[config.mk]
export PLATFORM = sky130hd
export DESIGN_NAME = fifo_wr_ctrl
export DESIGN_NICKNAME = d
export VERILOG_FILES = /design/src/rtl/fifo_wr_ctrl.sv
export SDC_FILE = /design/constraint.sdc
export NUM_CORES = 1
export LEC_CHECK = 0
export BUFFER_PORTS_ARGS = -buffer_cell sky130_fd_sc_hd__buf_4
export CELL_PAD_IN_SITES_DETAIL_PLACEMENT = 1
export CELL_PAD_IN_SITES_GLOBAL_PLACEMENT = 1
export CORE_MARGIN = 2
export CORE_UTILIZATION = 41
export DETAILED_ROUTE_END_ITERATION = 10
export GPL_TIMING_DRIVEN = 0
export PLACE_DENSITY_LB_ADDON = 0.25
export SLEW_MARGIN = 20
export SYNTH_ARGS = -nofsm -noshare
export SYNTH_HDL_FRONTEND = slang
export SYNTH_SLANG_ARGS = --single-unit
[constraint.sdc]
create_clock -name clk -period 3.9 [get_ports clk]
set_input_delay 0 -clock clk [delete_from_list [all_inputs] [get_ports clk]]
set_output_delay 0 -clock clk [all_outputs]
set_load 0.01 [all_outputs]
[src/rtl/fifo_wr_ctrl.sv]
// ---------------------------------------------------------------------------
// fifo_wr_ctrl
//
// Write-side pointer and flag controller for an asynchronous FIFO. Runs
// entirely in the write clock domain. It keeps the binary and Gray write
// pointers, generates the memory write strobe and address, and compares its
// own pointer with the read pointer coming out of the 2-flop synchronizer to
// produce full, almost_full, the fill count and a sticky overflow flag.
//
// Parameters
//   DEPTH         FIFO entries, power of two, >= 4
//   PTR_SIZE      memory address width; pointers are PTR_SIZE+1 bits wide
//   AFULL_THRESH  almost_full asserts when the fill count is >= this value
//                 (1..DEPTH)
//
// Ports
//   clk          write-domain clock
//   reset        asynchronous, active-low reset
//   wr_en        write request from the producer
//   rptr_sync    Gray read pointer, already synchronized into clk
//   ovf_clr      clears the sticky overflow flag
//   wr_fire      memory write strobe (combinational, wr_en & ~full)
//   waddr        memory write address (low bits of the binary write pointer)
//   wptr_gray    registered Gray write pointer, to the synchronizer
//   full         registered full flag
//   almost_full  registered, fill count >= AFULL_THRESH
//   wr_count     registered fill level seen from this domain, 0..DEPTH
//   overflow     sticky, a write was attempted while full
// ---------------------------------------------------------------------------
module fifo_wr_ctrl #(
    parameter int DEPTH        = 128,
    parameter int PTR_SIZE     = $clog2(DEPTH),
    parameter int AFULL_THRESH = DEPTH - 4
) (
    input  logic                clk,
    input  logic                reset,
    input  logic                wr_en,
    input  logic [PTR_SIZE:0]   rptr_sync,
    input  logic                ovf_clr,
    output logic                wr_fire,
    output logic [PTR_SIZE-1:0] waddr,
    output logic [PTR_SIZE:0]   wptr_gray,
    output logic                full,
    output logic                almost_full,
    output logic [PTR_SIZE:0]   wr_count,
    output logic                overflow
);

    // AFULL_THRESH can equal DEPTH, which still fits in PTR_SIZE+1 bits.
    localparam logic [PTR_SIZE:0] AFULL_LVL = (PTR_SIZE + 1)'(AFULL_THRESH);

    logic [PTR_SIZE:0] wbin;
    logic [PTR_SIZE:0] wbin_next;
    logic [PTR_SIZE:0] wgray_next;
    logic [PTR_SIZE:0] rbin;
    logic [PTR_SIZE:0] count_next;
    logic [PTR_SIZE:0] full_pattern;

    // Gray-to-binary conversion of the synchronized read pointer: each
    // binary bit is the XOR of all Gray bits at or above it.
    always_comb begin
        rbin = '0;
        for (int i = 0; i <= PTR_SIZE; i++) begin
            rbin[i] = ^(rptr_sync >> i);
        end
    end

    // A write while full is dropped, so the pointer simply holds.
    assign wr_fire = wr_en & ~full;
    assign waddr   = wbin[PTR_SIZE-1:0];

    // Next-state pointer math. Both the write and any read-pointer movement
    // in the same cycle fold into these values, so there is no ordering
    // between them. Wrap-around is the natural modulo of the pointer width.
    always_comb begin
        wbin_next    = wbin + {{PTR_SIZE{1'b0}}, wr_fire};
        wgray_next   = wbin_next ^ (wbin_next >> 1);
        count_next   = wbin_next - rbin;
        // Full in Gray space: the write pointer has lapped the read pointer
        // exactly once, which flips the top two Gray bits and leaves the rest.
        full_pattern = {~rptr_sync[PTR_SIZE:PTR_SIZE-1], rptr_sync[PTR_SIZE-2:0]};
    end

    // Pointer and flag registers. Flags are computed from the next-state
    // pointer so the write that fills the FIFO raises full on the same edge
    // that accepts it. Read-side frees only show up once rptr_sync moves,
    // which keeps full pessimistic by the synchronizer delay.
    always_ff @(posedge clk or negedge reset) begin
        if (!reset) begin
            wbin        <= '0;
            wptr_gray   <= '0;
            full        <= 1'b0;
            almost_full <= 1'b0;
            wr_count    <= '0;
            overflow    <= 1'b0;
        end else begin
            wbin        <= wbin_next;
            wptr_gray   <= wgray_next;
            full        <= (wgray_next == full_pattern);
            almost_full <= (count_next >= AFULL_LVL);
            wr_count    <= count_next;
            // Setting wins over clearing so an overflow in the clear cycle
            // is never lost.
            if (wr_en && full) begin
                overflow <= 1'b1;
            end else if (ovf_clr) begin
                overflow <= 1'b0;
            end
        end
    end

endmodule

==> out/qor.yml <==
worst_setup_path:
  cp_slowest_cell: "xor2_1"
  critPathRequiredTime_ns: 4.09
  cp.arrival_ns: 3.36
  critPathMaxStageDelay_ns: 0.56
  worstPathMaxFanout: 6
  end_kind: "register"
  cpMostUsedCell: "ha_1"
  startpoint_type: "register"
  rr_startpoint: "full"
  r2r_end: "almost_full"
  critPathLaunch: "full"
  path_buf_inv: 0
  crit_chain: "nor2b_1, ha_1, ha_1, xor2_1, ha_1, o21ai_0, a21boi_0, a221oi_2, xnor2_1, o311ai_2"
  r2r_slack_ns: 0.72
  worstRegToRegCells: 10
  critical_path.top_delay_family: "compound AO/OA/AOI/OAI gates"
  crit_type: "reg2reg"
die:
  die_w_microns: 65.1
  core-area_sq_um: 3630
  rows: 22
  die-area_sq_um: 4240
  ios: 39
  initial_core_util_pct: 42.1
  die_y_microns: 65.1
sta:
  fin_skew_ns: 0.00717
  slew_headroom_pct: 56.1
  fin_ws_ns: 0.725
  rsz0062_at_grt: "false"
  max_freq_mhz: 315
  tightestPinTransition_ns: 0.657
  fin_crit_sh_pct: 81.4
  period_needed_ns: 3.18
  tns_ns: 0
  finalSetupViolations: 0
  hold_viol: 0
  maxSlewViolCount: 0
job:
  cap_violations: 0
cts:
  postCtsHoldBufs: 3
  clock_path_buffers: 2
  cts_max_level: 1
  post_cts_buffers: 0
  cts_root_buffer: "clkbuf_8"
  cts.sinks: 26
  cts_buffers: 3
  cts_resized: 0
  cts_tree: "built"
  path_clk_slew_ns: 0.10
  clk_latency_ns: 0.28
global_routing:
  grt_pass1_vias: 1275
  grt_pass1_wl_mm: 5.89
  grt_start_max_net_pins: 27
  grt-ovfl-total: 0
  track_usage_pct: 18.3
  antenna_found_initial: 0
synth:
  avgSynthCellArea_sq_um: 11.4
  ys_types: 30
  syn_inst: 134
  synth_nets: 156
  synth_top_area_share_pct: 42.5
  ys_seq_area_share_pct: 42.5
  syn_area_sq_um: 1530
  yosysTopAreaCell: "dfrtp_1"
  yosys_warnings: 0
  synth_seq_cells: 26
  synth.area.top_cells: "dfrtp_1, xnor2_1, xor2_1"
worst_hold_path:
  hp-start: "rptr_sync[4]"
  whs_path_depth: 3
  min_to: "full"
  hold_class: "in2reg"
power_and_ir_drop:
  internal-power_uw: 1050
  p_leak_uw: 0.000982
  combPwrFrac_pct: 61.3
  power_switching_uw: 765
  peakVddDrop_mv: 0.461
  swShare_pct: 42.1
  cellPowerDensity_nw_per_um2: 918
  clock_power_share_pct: 12.6
  seq_power_share_pct: 26.1
place:
  hpwl_mm: 2.66
  dp_slack_ns: 0.730
  port_buffers: 38
  place_congestion: 0.777
routing:
  vias: 1108
  via_per_inst: 4.88
  avgRoutedWirePerCell_microns: 14.8
  ant_nets: 0
  drt_wl_total_mm: 3.37
  drtIter0Drc: 30
  drc: 0
  firstDrtPassIters: 4
layout:
  drive_gt1_share_pct: 27.9
  area_growth_pct: 29.2
  utilization_pct: 54.4
  antenna_cells: 0
  nets: 202
  layout_common_cells: "buf_4, dfrtp_1, xnor2_1"
  final_common_cell: "buf_4"
  n_fill_cell: 413
run_status:
  outcome: "completed"
==> area by class of cell <==
type	instances	area (sq um)	share of cell area [%]
buffer	1	5.00	0.253
inverter	14	52.6	2.66
tap	48	60.1	3.04
timing repair buffer	41	315	15.9
clock buffer	3	41.3	2.09
multi-input combinational	93	822	41.6
sequential	26	651	32.9
clock inverter	1	30.0	1.52
==> synth_stat cells <==
cell type	n
dfrtp_1	26
xnor2_1	23
xor2_1	16
inv_1	14
ha_1	9
nand2_1	6
nand3_1	6
and3_1	5
o21ai_0	3
xor2_2	3
a21oi_1	2
a31oi_1	2
nor2b_1	2
a2111oi_0	1
a21boi_0	1
a21o_1	1
a221o_1	1
a221oi_2	1
and2_1	1
buf_2	1
fa_1	1
mux2i_1	1
nand4_1	1
nor2_1	1
nor3_1	1
o221a_1	1
o311ai_2	1
or3_1	1
xnor2_4	1
xnor3_2	1
==> state kept, by name, indices dropped and copies added (netlist names) <==
register	cells
wr_count	8
almost_full	1
full	1
overflow	1
wbin	8
wptr_gray	7
==> worst register-to-register path, delay by kind of cell (launching register included) <==
family,cells,cell delay (ns)
flops,1,0.40
xor+xnor,2,0.70
fa+ha+maj,3,0.89
simple gates,1,0.17
compound gates,4,0.94
==> metal layers <==
metal	wire length (microns)	share of wire (%)	GRT usage [%]	up-vias
met5	0	0	0	-
met4	38	1.1	5.47	0
met3	153	4.5	3.25	5
met2	1690	50	32.3	27
met1	1480	44	22.8	548
li1	-	-	-	528
==> power by group through the flow <==
stage / combinational [uW] / sequential [uW] / clock, uW
floorplan: 691 / 528 / 0
global placement: 1080 / 472 / 0
detailed placement: 1120 / 481 / 0
CTS: 1130 / 476 / 230
global route: 1250 / 491 / 244
finish: 1110 / 473 / 229
==> stage by stage <==
stage	hold slack (ns)	std cells	total power [uW]	area [sq um]
5_1_grt	0.104	227	1990	1980
3_3_place_gp	-0.0780	220	1550	1880
6_report	0.0780	227	1810	1980
4_1_cts	0.0815	227	1840	1980
2_1_floorplan	-0.296	134	1220	1530
3_5_place_dp	-0.0728	220	1600	1880
==> worst max path at each step <==
stage	slack [ns]	endpoint	cells after the start
finish	0.72	almost_full	10
global route	0.40	almost_full	10
floorplan	1.01	almost_full	10
global placement	0.82	almost_full	10
detailed placement	0.73	almost_full	10
CTS	0.68	almost_full	10
==> cells by family (layout without fill, tap and decap cells) <==
kind of cell               count (synthesis)  count (layout)  synth area share (%)
buffers and inverters                     15              60                  3.76
DFF                                       26              26                  42.5
muxes                                      1               1                 0.654
and+or+nand+nor                           24              24                  8.09
AOI/OAI and AO/OA                         14              14                  7.44
xor gates and xnor gates                  44              44                  28.9
adders and majority gates                 10              10                  8.67
Note: power is estimated with default switching activity, not from simulation.
